**config.mk**
```make
export PLATFORM = sky130hd
export DESIGN_NAME = uart_frame_ctrl_flat
export DESIGN_NICKNAME = d
export VERILOG_FILES = /design/src/rtl/uart_frame_ctrl_pkg.sv /design/src/rtl/uart_frame_ctrl_if.sv /design/src/rtl/uart_frame_ctrl_frame_timeout_cnt.sv /design/src/rtl/uart_frame_ctrl.sv /design/src/flat_wrapper.sv
export SDC_FILE = /design/constraint.sdc
export NUM_CORES = 1
export LEC_CHECK = 0
export CORE_UTILIZATION = 59
export CTS_BUF_LIST = sky130_fd_sc_hd__clkbuf_8
export CTS_CLUSTER_DIAMETER = 50
export DETAILED_ROUTE_END_ITERATION = 7
export PLACE_DENSITY = 0.83
export SLEW_MARGIN = 20
export SYNTH_ARGS = -nofsm -noshare
export SYNTH_HDL_FRONTEND = slang
export SYNTH_HIERARCHICAL = 1
export SYNTH_SLANG_ARGS = --single-unit
export TNS_END_PERCENT = 1
```
**constraint.sdc**
```tcl
create_clock -name clk -period 4 [get_ports clk]
set_input_delay 0.8 -clock clk [delete_from_list [all_inputs] [get_ports clk]]
set_output_delay 0.8 -clock clk [all_outputs]
set_load 0.02 [all_outputs]
```
**src/rtl/uart_frame_ctrl_pkg.sv**
```systemverilog
// Shared constants, state encoding and checksum helper for the UART request/response
// frame controller.
package uart_frame_ctrl_pkg;

    localparam logic [7:0] HDR_REQ    = 8'hAA;
    localparam logic [7:0] HDR_RSP    = 8'h55;
    localparam logic [7:0] ST_OK      = 8'h00;
    localparam logic [7:0] ST_BAD_CHK = 8'h01;
    localparam logic [7:0] ST_ENG_TO  = 8'h02;
    localparam logic [7:0] ST_BAD_CMD = 8'h03;
    localparam logic [7:0] CMD_MAX    = 8'h03;
    localparam logic [2:0] RSP_BYTES  = 3'd5;

    typedef enum logic [3:0] {
        IDLE     = 4'd0,
        RX_CMD   = 4'd1,
        RX_DHI   = 4'd2,
        RX_DLO   = 4'd3,
        RX_CHK   = 4'd4,
        ENG_REQ  = 4'd5,
        ENG_WAIT = 4'd6,
        TX_SEND  = 4'd7,
        TX_ACK   = 4'd8,
        TX_DONE  = 4'd9
    } state_t;

    function automatic logic [7:0] chk3(input logic [7:0] a, input logic [7:0] b,
                                        input logic [7:0] c);
        return a ^ b ^ c;
    endfunction

endpackage

```
**src/rtl/uart_frame_ctrl_if.sv**
```systemverilog
// UART byte stream and RRNS engine handshake bundle; master is the frame controller.
interface uart_frame_ctrl_if;
    logic [7:0]  rx_data;
    logic        rx_valid;
    logic [7:0]  tx_data;
    logic        tx_start;
    logic        tx_busy;
    logic        eng_start;
    logic [1:0]  eng_cmd;
    logic [15:0] eng_din;
    logic        eng_done;
    logic [15:0] eng_dout;

    modport master (
        input  rx_data, rx_valid, tx_busy, eng_done, eng_dout,
        output tx_data, tx_start, eng_start, eng_cmd, eng_din
    );

    modport slave (
        output rx_data, rx_valid, tx_busy, eng_done, eng_dout,
        input  tx_data, tx_start, eng_start, eng_cmd, eng_din
    );
endinterface

```
**src/rtl/uart_frame_ctrl_frame_timeout_cnt.sv**
```systemverilog
// Reloadable saturating timeout counter: counts enabled cycles since the last clear and
// flags expiry once LIMIT cycles have elapsed.
module frame_timeout_cnt #(
    parameter int unsigned LIMIT = 16
) (
    input  logic clk,
    input  logic rst_n,
    input  logic clear,
    input  logic enable,
    output logic expired
);
    localparam int unsigned W = $clog2(LIMIT + 1);
    localparam logic [W-1:0] LIMIT_V = LIMIT[W-1:0];
    localparam logic [W-1:0] ONE_V   = {{(W-1){1'b0}}, 1'b1};

    logic [W-1:0] cnt_r;

    // Cycle counter, held at LIMIT so expiry stays asserted until the owner reacts
    always_ff @(posedge clk or negedge rst_n) begin
        if (!rst_n) begin
            cnt_r <= '0;
        end else if (clear) begin
            cnt_r <= '0;
        end else if (enable && (cnt_r != LIMIT_V)) begin
            cnt_r <= cnt_r + ONE_V;
        end else begin
            cnt_r <= cnt_r;
        end
    end

    assign expired = enable && (cnt_r == LIMIT_V);
endmodule

```
**src/rtl/uart_frame_ctrl.sv**
```systemverilog
// Receives a 5-byte request over UART, runs it through the RRNS engine and returns a
// 5-byte status/result response.
module uart_frame_ctrl
    import uart_frame_ctrl_pkg::*;
#(
    parameter int unsigned CLK_HZ      = 100_000_000,
    parameter int unsigned GAP_TIMEOUT = 1_000_000,
    parameter int unsigned ENG_TIMEOUT = 65_535
) (
    input  logic                  clk,
    input  logic                  rst_n,
    uart_frame_ctrl_if.master     bus,
    output logic [15:0]           frame_cnt,
    output logic                  overrun,
    output logic                  busy
);
    state_t      state_r, state_nx;
    logic [7:0]  cmd_r, dhi_r, dlo_r, status_r, tx_data_r, rsp_byte_s;
    logic [15:0] res_r, eng_din_r, frame_cnt_r;
    logic [2:0]  idx_r;
    logic [1:0]  eng_cmd_r;
    logic        seen_busy_r, tx_start_r, eng_start_r, overrun_r, busy_r;
    logic        in_rx_s, in_back_s, chk_ok_s, cmd_ok_s, gap_exp_s, eng_exp_s;
    logic        unused_clk_hz;

    // CLK_HZ is informational here; baud timing lives in the UART itself
    assign unused_clk_hz = (CLK_HZ > 0);

    assign in_rx_s   = state_r inside {RX_CMD, RX_DHI, RX_DLO, RX_CHK};
    assign in_back_s = state_r inside {ENG_REQ, ENG_WAIT, TX_SEND, TX_ACK, TX_DONE};
    assign chk_ok_s  = (bus.rx_data == chk3(cmd_r, dhi_r, dlo_r));
    assign cmd_ok_s  = (cmd_r <= CMD_MAX);

    frame_timeout_cnt #(.LIMIT(GAP_TIMEOUT)) u_gap_cnt (
        .clk(clk), .rst_n(rst_n), .clear(!in_rx_s || bus.rx_valid),
        .enable(in_rx_s), .expired(gap_exp_s)
    );

    frame_timeout_cnt #(.LIMIT(ENG_TIMEOUT)) u_eng_cnt (
        .clk(clk), .rst_n(rst_n), .clear(state_r != ENG_WAIT),
        .enable(state_r == ENG_WAIT), .expired(eng_exp_s)
    );

    // Next-state logic; a received byte always wins over a coincident gap expiry
    always_comb begin
        state_nx = state_r;
        case (state_r)
            IDLE:     if (bus.rx_valid && (bus.rx_data == HDR_REQ)) state_nx = RX_CMD;
                      else state_nx = IDLE;
            RX_CMD:   if (bus.rx_valid) state_nx = RX_DHI;
                      else if (gap_exp_s) state_nx = IDLE;
                      else state_nx = RX_CMD;
            RX_DHI:   if (bus.rx_valid) state_nx = RX_DLO;
                      else if (gap_exp_s) state_nx = IDLE;
                      else state_nx = RX_DHI;
            RX_DLO:   if (bus.rx_valid) state_nx = RX_CHK;
                      else if (gap_exp_s) state_nx = IDLE;
                      else state_nx = RX_DLO;
            RX_CHK:   if (bus.rx_valid && chk_ok_s && cmd_ok_s) state_nx = ENG_REQ;
                      else if (bus.rx_valid) state_nx = TX_SEND;
                      else if (gap_exp_s) state_nx = IDLE;
                      else state_nx = RX_CHK;
            ENG_REQ:  state_nx = ENG_WAIT;
            ENG_WAIT: if (bus.eng_done || eng_exp_s) state_nx = TX_SEND;
                      else state_nx = ENG_WAIT;
            TX_SEND:  if (!bus.tx_busy) state_nx = TX_ACK;
                      else state_nx = TX_SEND;
            TX_ACK:   if (seen_busy_r && !bus.tx_busy && (idx_r == RSP_BYTES - 3'd1)) state_nx = TX_DONE;
                      else if (seen_busy_r && !bus.tx_busy) state_nx = TX_SEND;
                      else state_nx = TX_ACK;
            TX_DONE:  state_nx = IDLE;
            default:  state_nx = IDLE;
        endcase
    end

    // Response byte selected by the transmit index
    always_comb begin
        rsp_byte_s = 8'h00;
        case (idx_r)
            3'd0:    rsp_byte_s = HDR_RSP;
            3'd1:    rsp_byte_s = status_r;
            3'd2:    rsp_byte_s = res_r[15:8];
            3'd3:    rsp_byte_s = res_r[7:0];
            3'd4:    rsp_byte_s = chk3(status_r, res_r[15:8], res_r[7:0]);
            default: rsp_byte_s = 8'h00;
        endcase
    end

    // State register, frame latches and registered outputs
    always_ff @(posedge clk or negedge rst_n) begin
        if (!rst_n) begin
            state_r     <= IDLE;
            cmd_r       <= 8'h00;
            dhi_r       <= 8'h00;
            dlo_r       <= 8'h00;
            status_r    <= 8'h00;
            res_r       <= 16'h0000;
            idx_r       <= 3'd0;
            seen_busy_r <= 1'b0;
            tx_data_r   <= 8'h00;
            tx_start_r  <= 1'b0;
            eng_start_r <= 1'b0;
            eng_cmd_r   <= 2'd0;
            eng_din_r   <= 16'h0000;
            frame_cnt_r <= 16'h0000;
            overrun_r   <= 1'b0;
            busy_r      <= 1'b0;
        end else begin
            state_r     <= state_nx;
            busy_r      <= (state_nx != IDLE);
            tx_start_r  <= (state_r == TX_SEND) && !bus.tx_busy;
            eng_start_r <= (state_nx == ENG_REQ);
            if (bus.rx_valid && in_back_s) overrun_r <= 1'b1;
            case (state_r)
                RX_CMD: if (bus.rx_valid) cmd_r <= bus.rx_data;
                RX_DHI: if (bus.rx_valid) dhi_r <= bus.rx_data;
                RX_DLO: if (bus.rx_valid) dlo_r <= bus.rx_data;
                RX_CHK: if (bus.rx_valid) begin
                    res_r <= 16'h0000;
                    if (!chk_ok_s) status_r <= ST_BAD_CHK;
                    else if (!cmd_ok_s) status_r <= ST_BAD_CMD;
                    else begin
                        status_r  <= ST_OK;
                        eng_cmd_r <= cmd_r[1:0];
                        eng_din_r <= {dhi_r, dlo_r};
                    end
                end
                ENG_WAIT: if (bus.eng_done) begin
                    status_r <= ST_OK;
                    res_r    <= bus.eng_dout;
                end else if (eng_exp_s) begin
                    status_r <= ST_ENG_TO;
                    res_r    <= 16'h0000;
                end
                TX_SEND: if (!bus.tx_busy) tx_data_r <= rsp_byte_s;
                TX_ACK: if (!seen_busy_r && bus.tx_busy) seen_busy_r <= 1'b1;
                        else if (seen_busy_r && !bus.tx_busy) begin
                            seen_busy_r <= 1'b0;
                            idx_r       <= idx_r + 3'd1;
                        end
                TX_DONE: begin
                    frame_cnt_r <= frame_cnt_r + 16'd1;
                    idx_r       <= 3'd0;
                end
                default: ;
            endcase
        end
    end

    assign bus.tx_data   = tx_data_r;
    assign bus.tx_start  = tx_start_r;
    assign bus.eng_start = eng_start_r;
    assign bus.eng_cmd   = eng_cmd_r;
    assign bus.eng_din   = eng_din_r;
    assign frame_cnt     = frame_cnt_r;
    assign overrun       = overrun_r;
    assign busy          = busy_r;
endmodule
```
**src/flat_wrapper.sv**
```systemverilog
// flat-port wrapper written by rule: the top's interface ports become plain ports
module uart_frame_ctrl_flat import uart_frame_ctrl_pkg::*;
#(
    parameter int unsigned CLK_HZ      = 100_000_000,
    parameter int unsigned GAP_TIMEOUT = 1_000_000,
    parameter int unsigned ENG_TIMEOUT = 65_535
)
  (clk, rst_n, frame_cnt, overrun, busy, bus_rx_data, bus_rx_valid, bus_tx_busy, bus_eng_done, bus_eng_dout, bus_tx_data, bus_tx_start, bus_eng_start, bus_eng_cmd, bus_eng_din);
  uart_frame_ctrl_if bus_i ();
  input  logic clk;
  input  logic rst_n;
  output logic [15:0] frame_cnt;
  output logic overrun;
  output logic busy;
  input wire logic [$bits(bus_i.rx_data)-1:0] bus_rx_data;
  input wire logic [$bits(bus_i.rx_valid)-1:0] bus_rx_valid;
  input wire logic [$bits(bus_i.tx_busy)-1:0] bus_tx_busy;
  input wire logic [$bits(bus_i.eng_done)-1:0] bus_eng_done;
  input wire logic [$bits(bus_i.eng_dout)-1:0] bus_eng_dout;
  output wire logic [$bits(bus_i.tx_data)-1:0] bus_tx_data;
  output wire logic [$bits(bus_i.tx_start)-1:0] bus_tx_start;
  output wire logic [$bits(bus_i.eng_start)-1:0] bus_eng_start;
  output wire logic [$bits(bus_i.eng_cmd)-1:0] bus_eng_cmd;
  output wire logic [$bits(bus_i.eng_din)-1:0] bus_eng_din;
  assign bus_i.rx_data = bus_rx_data;
  assign bus_i.rx_valid = bus_rx_valid;
  assign bus_i.tx_busy = bus_tx_busy;
  assign bus_i.eng_done = bus_eng_done;
  assign bus_i.eng_dout = bus_eng_dout;
  assign bus_tx_data = bus_i.tx_data;
  assign bus_tx_start = bus_i.tx_start;
  assign bus_eng_start = bus_i.eng_start;
  assign bus_eng_cmd = bus_i.eng_cmd;
  assign bus_eng_din = bus_i.eng_din;
  uart_frame_ctrl #(.CLK_HZ(CLK_HZ), .GAP_TIMEOUT(GAP_TIMEOUT), .ENG_TIMEOUT(ENG_TIMEOUT)) u_core (.clk(clk), .rst_n(rst_n), .bus(bus_i), .frame_cnt(frame_cnt), .overrun(overrun), .busy(busy));
endmodule
```
==> impl_metrics.toml <==
[timing]
setup_violations = 0
hold_violations = 0
setup_slack_ns = 0.452
drv_slew = 0
worst_slew_margin_rel_pct = 39.9
finalHoldWorstSlack_ns = 0.401
rsz0062_at_grt = "false"
finalSetupTns_ns = 0
tightest_slew_ns = 0.890
fin_crit_ns = 3.55
clock_skew_ns = 0.0107
min_period_over_period_pct = 88.7
fmax_ghz = 0.282

[clock_tree]
post-cts-setup-buffers = 0
cts_buffers = 17
cts_buffer_depth = 2
cts_root_buffer = "clkbuf_8"
cts_sinks = 132
clock_latency_ns = 0.44
htreeDepth = 4
cts_tree = "done"
postCtsHoldBufs = 0
cts.clk_slew.worst_paths_ns = 0.08
cts_resized = 0

[floorplanning]
fp.dieH_um = 108
pin_count = 75
start_util_pct = 61.2
std_cell_rows = 38
core_area_um2 = 10900
dieArea_um2 = 11800
die_w_um = 108

[pwr]
total_power_mw = 4.96
worst_ir_drop_vdd_uv = 468
cellPowerDensity_nw_per_um2 = 623
leakage_nw = 3.42

[logic_synthesis]
syn-cell-area_um2 = 6690
netlist_instances = 603
dominantRegCellSynth = "dfrtp_1"
synth_edf_count = 0
avgSynthCellArea_um2 = 11.1
ys_ff_latch = 132
ys_warn_count = 6
synth_nets = 643
synthArstFlopShare_pct = 100
yosysTopAreaCell = "dfrtp_1"
synth.distinct_cells = 62
synth_top_area_share_pct = 49.4
ys_seq_area_share_pct = 49.4
synth_area_leaders = "dfrtp_1 49%, mux2_2 6.1%, xnor2_1 3.7%"

[critical_path]
critPathMaxStageDelay_ns = 0.55
ff2ff_path_depth = 10
endpoint_kind = "flip-flop"
cpLargestDelayFamily = "simple AND/OR/NAND/NOR gates"
crit_type = "reg2reg"
startpoint = "u_core/u_gap_cnt/cnt_r[12]$_DFFE_PN0P_"
crit_chain = "or4b_4, nor4_4, and3_1, nor3b_1, a21o_1, a211oi_1, nand3_1, a211oi_4, buf_6, mux2_2"
cp.arrival_ns = 3.88
crit_fanout = 13
cp.required_ns = 4.33
path_buf_inv = 1
crit_slowest_cell = "or4b_4"
reg2reg_to = "u_core/bus.eng_din[7]$_DFFE_PN0P_"
ff2ff_setup_slack_ns = 0.45
cp-endpoint = "u_core/bus.eng_din[7]$_DFFE_PN0P_"
worstSetupStartpointType = "flip-flop"
reg2reg_from = "u_core/u_gap_cnt/cnt_r[12]$_DFFE_PN0P_"
worstSetupPathDepth = 10

[grt]
grt_max_degree = 77
grt_pass1_wl_mm = 23.8
grt_pass1_vias = 4842
antenna_found_initial = 0
overflow = 0
grt_util_all_layers_pct = 26.5

[final_layout]
area_delta_synth_final_pct = 19.0
layout_common_cells = "132 x dfrtp_1, 73 x clkdlybuf4s50_1, 42 x nor2_1"
instances_no_fill = 831
final_util_pct = 72.8
nets = 718
layout-drive-gt1-share_pct = 15.2
final_area_um2 = 7960
fill_cells = 752
layout_commonest_cell = "dfrtp_1"
diodes = 0

[run]
drv_cap = 0

[detailed_routing]
vias = 4989
drc = 0
first_pass_iters = 5
wl_per_cell_um = 17.2
vias_per_cell = 6.00
drt_wl_total_mm = 14.3
ant_nets = 0
drt_iter0_drc = 329

[run_status]
status = "completed"

[placed_design]
gp_congestion = 0.867
port_buffers = 74
place_area_um2 = 7520
dp_hpwl_mm = 9.75
placed_cells = 798
post-place-ws_ns = 0.100

[hold_path]
hold_class = "in2async"
## cells by family (layout without fill, tap and decap cells)
logic type	Yosys count	count (layout)	share of synthesized area (%)
AOI/OAI and AO/OA	105	105	11.0
and+or+nand+nor	209	209	18.4
DFF	132	132	49.4
xor gates and xnor gates	53	53	6.94
adders and majority gates	11	11	2.06
buffers and inverters	42	130	3.07
muxes	51	51	9.17
## sequential cells by signal (all words and copies together), names as in the netlist, 16 cells and up
register                flops
u_core/u_gap_cnt/cnt_r     20
u_core/bus.eng_din         16
u_core/frame_cnt           16
u_core/res_r               16
u_core/u_eng_cnt/cnt_r     16
## power by group
group / switching [mW] / internal [mW]
clock: 0.546 / 0.638
combinational: 0.879 / 0.906
sequential: 0.329 / 1.66
total: 1.75 / 3.20
## worst min path at each step
stage | to | slack [ns] | cells after the start
2_1_floorplan | u_core/status_r[0]$_DFFE_PN0P_ | 0.49 | 2
3_3_place_gp | u_core/overrun$_DFFE_PN0P_ | 0.45 | 1
3_5_place_dp | u_core/overrun$_DFFE_PN0P_ | 0.45 | 1
4_1_cts | u_core/res_r[11]$_DFFE_PN0P_ | 0.41 | 1
5_1_grt | u_core/res_r[3]$_DFFE_PN0P_ | 0.43 | 1
6_report | u_core/res_r[11]$_DFFE_PN0P_ | 0.40 | 1
## per-layer routing
| metal | track usage, % | vias up | wire (um) |
|---|---|---|---|
| met4 | 10.5 | 0 | 195 |
| met3 | 6.15 | 18 | 588 |
| met5 | 0 | - | 0 |
| met1 | 34.4 | 2519 | 6210 |
| met2 | 42.8 | 113 | 7290 |
| li1 | - | 2339 | - |
## cells in the mapped netlist (5+ instances only)
cell / instances
nor2_1: 42
and4_1: 6
o21ai_0: 23
a221oi_1: 5
nand4_1: 17
o31ai_1: 7
ha_1: 11
nor2b_1: 8
xor2_1: 25
inv_1: 16
mux2_2: 36
nand3_1: 19
nand2b_1: 6
a211oi_1: 5
or3_1: 11
a22o_1: 17
buf_2: 5
a21oi_1: 25
xnor2_1: 28
and3_1: 9
nor3_1: 11
or4_1: 5
mux2_4: 11
dfrtp_1: 132
clkbuf_1: 16
nand2_1: 39
## final cells by class
| cell class | count | area (um^2) | share of cell area, % |
|---|---|---|---|
| clock buffer | 18 | 248 | 3.11 |
| timing repair buffer | 82 | 815 | 10.2 |
| inverter | 16 | 60.1 | 0.755 |
| clock inverter | 14 | 178 | 2.23 |
| tap | 140 | 175 | 2.20 |
| sequential | 132 | 3300 | 41.5 |
| multi-input combinational | 429 | 3180 | 40.0 |
Note: power is estimated with default switching activity, not from simulation.
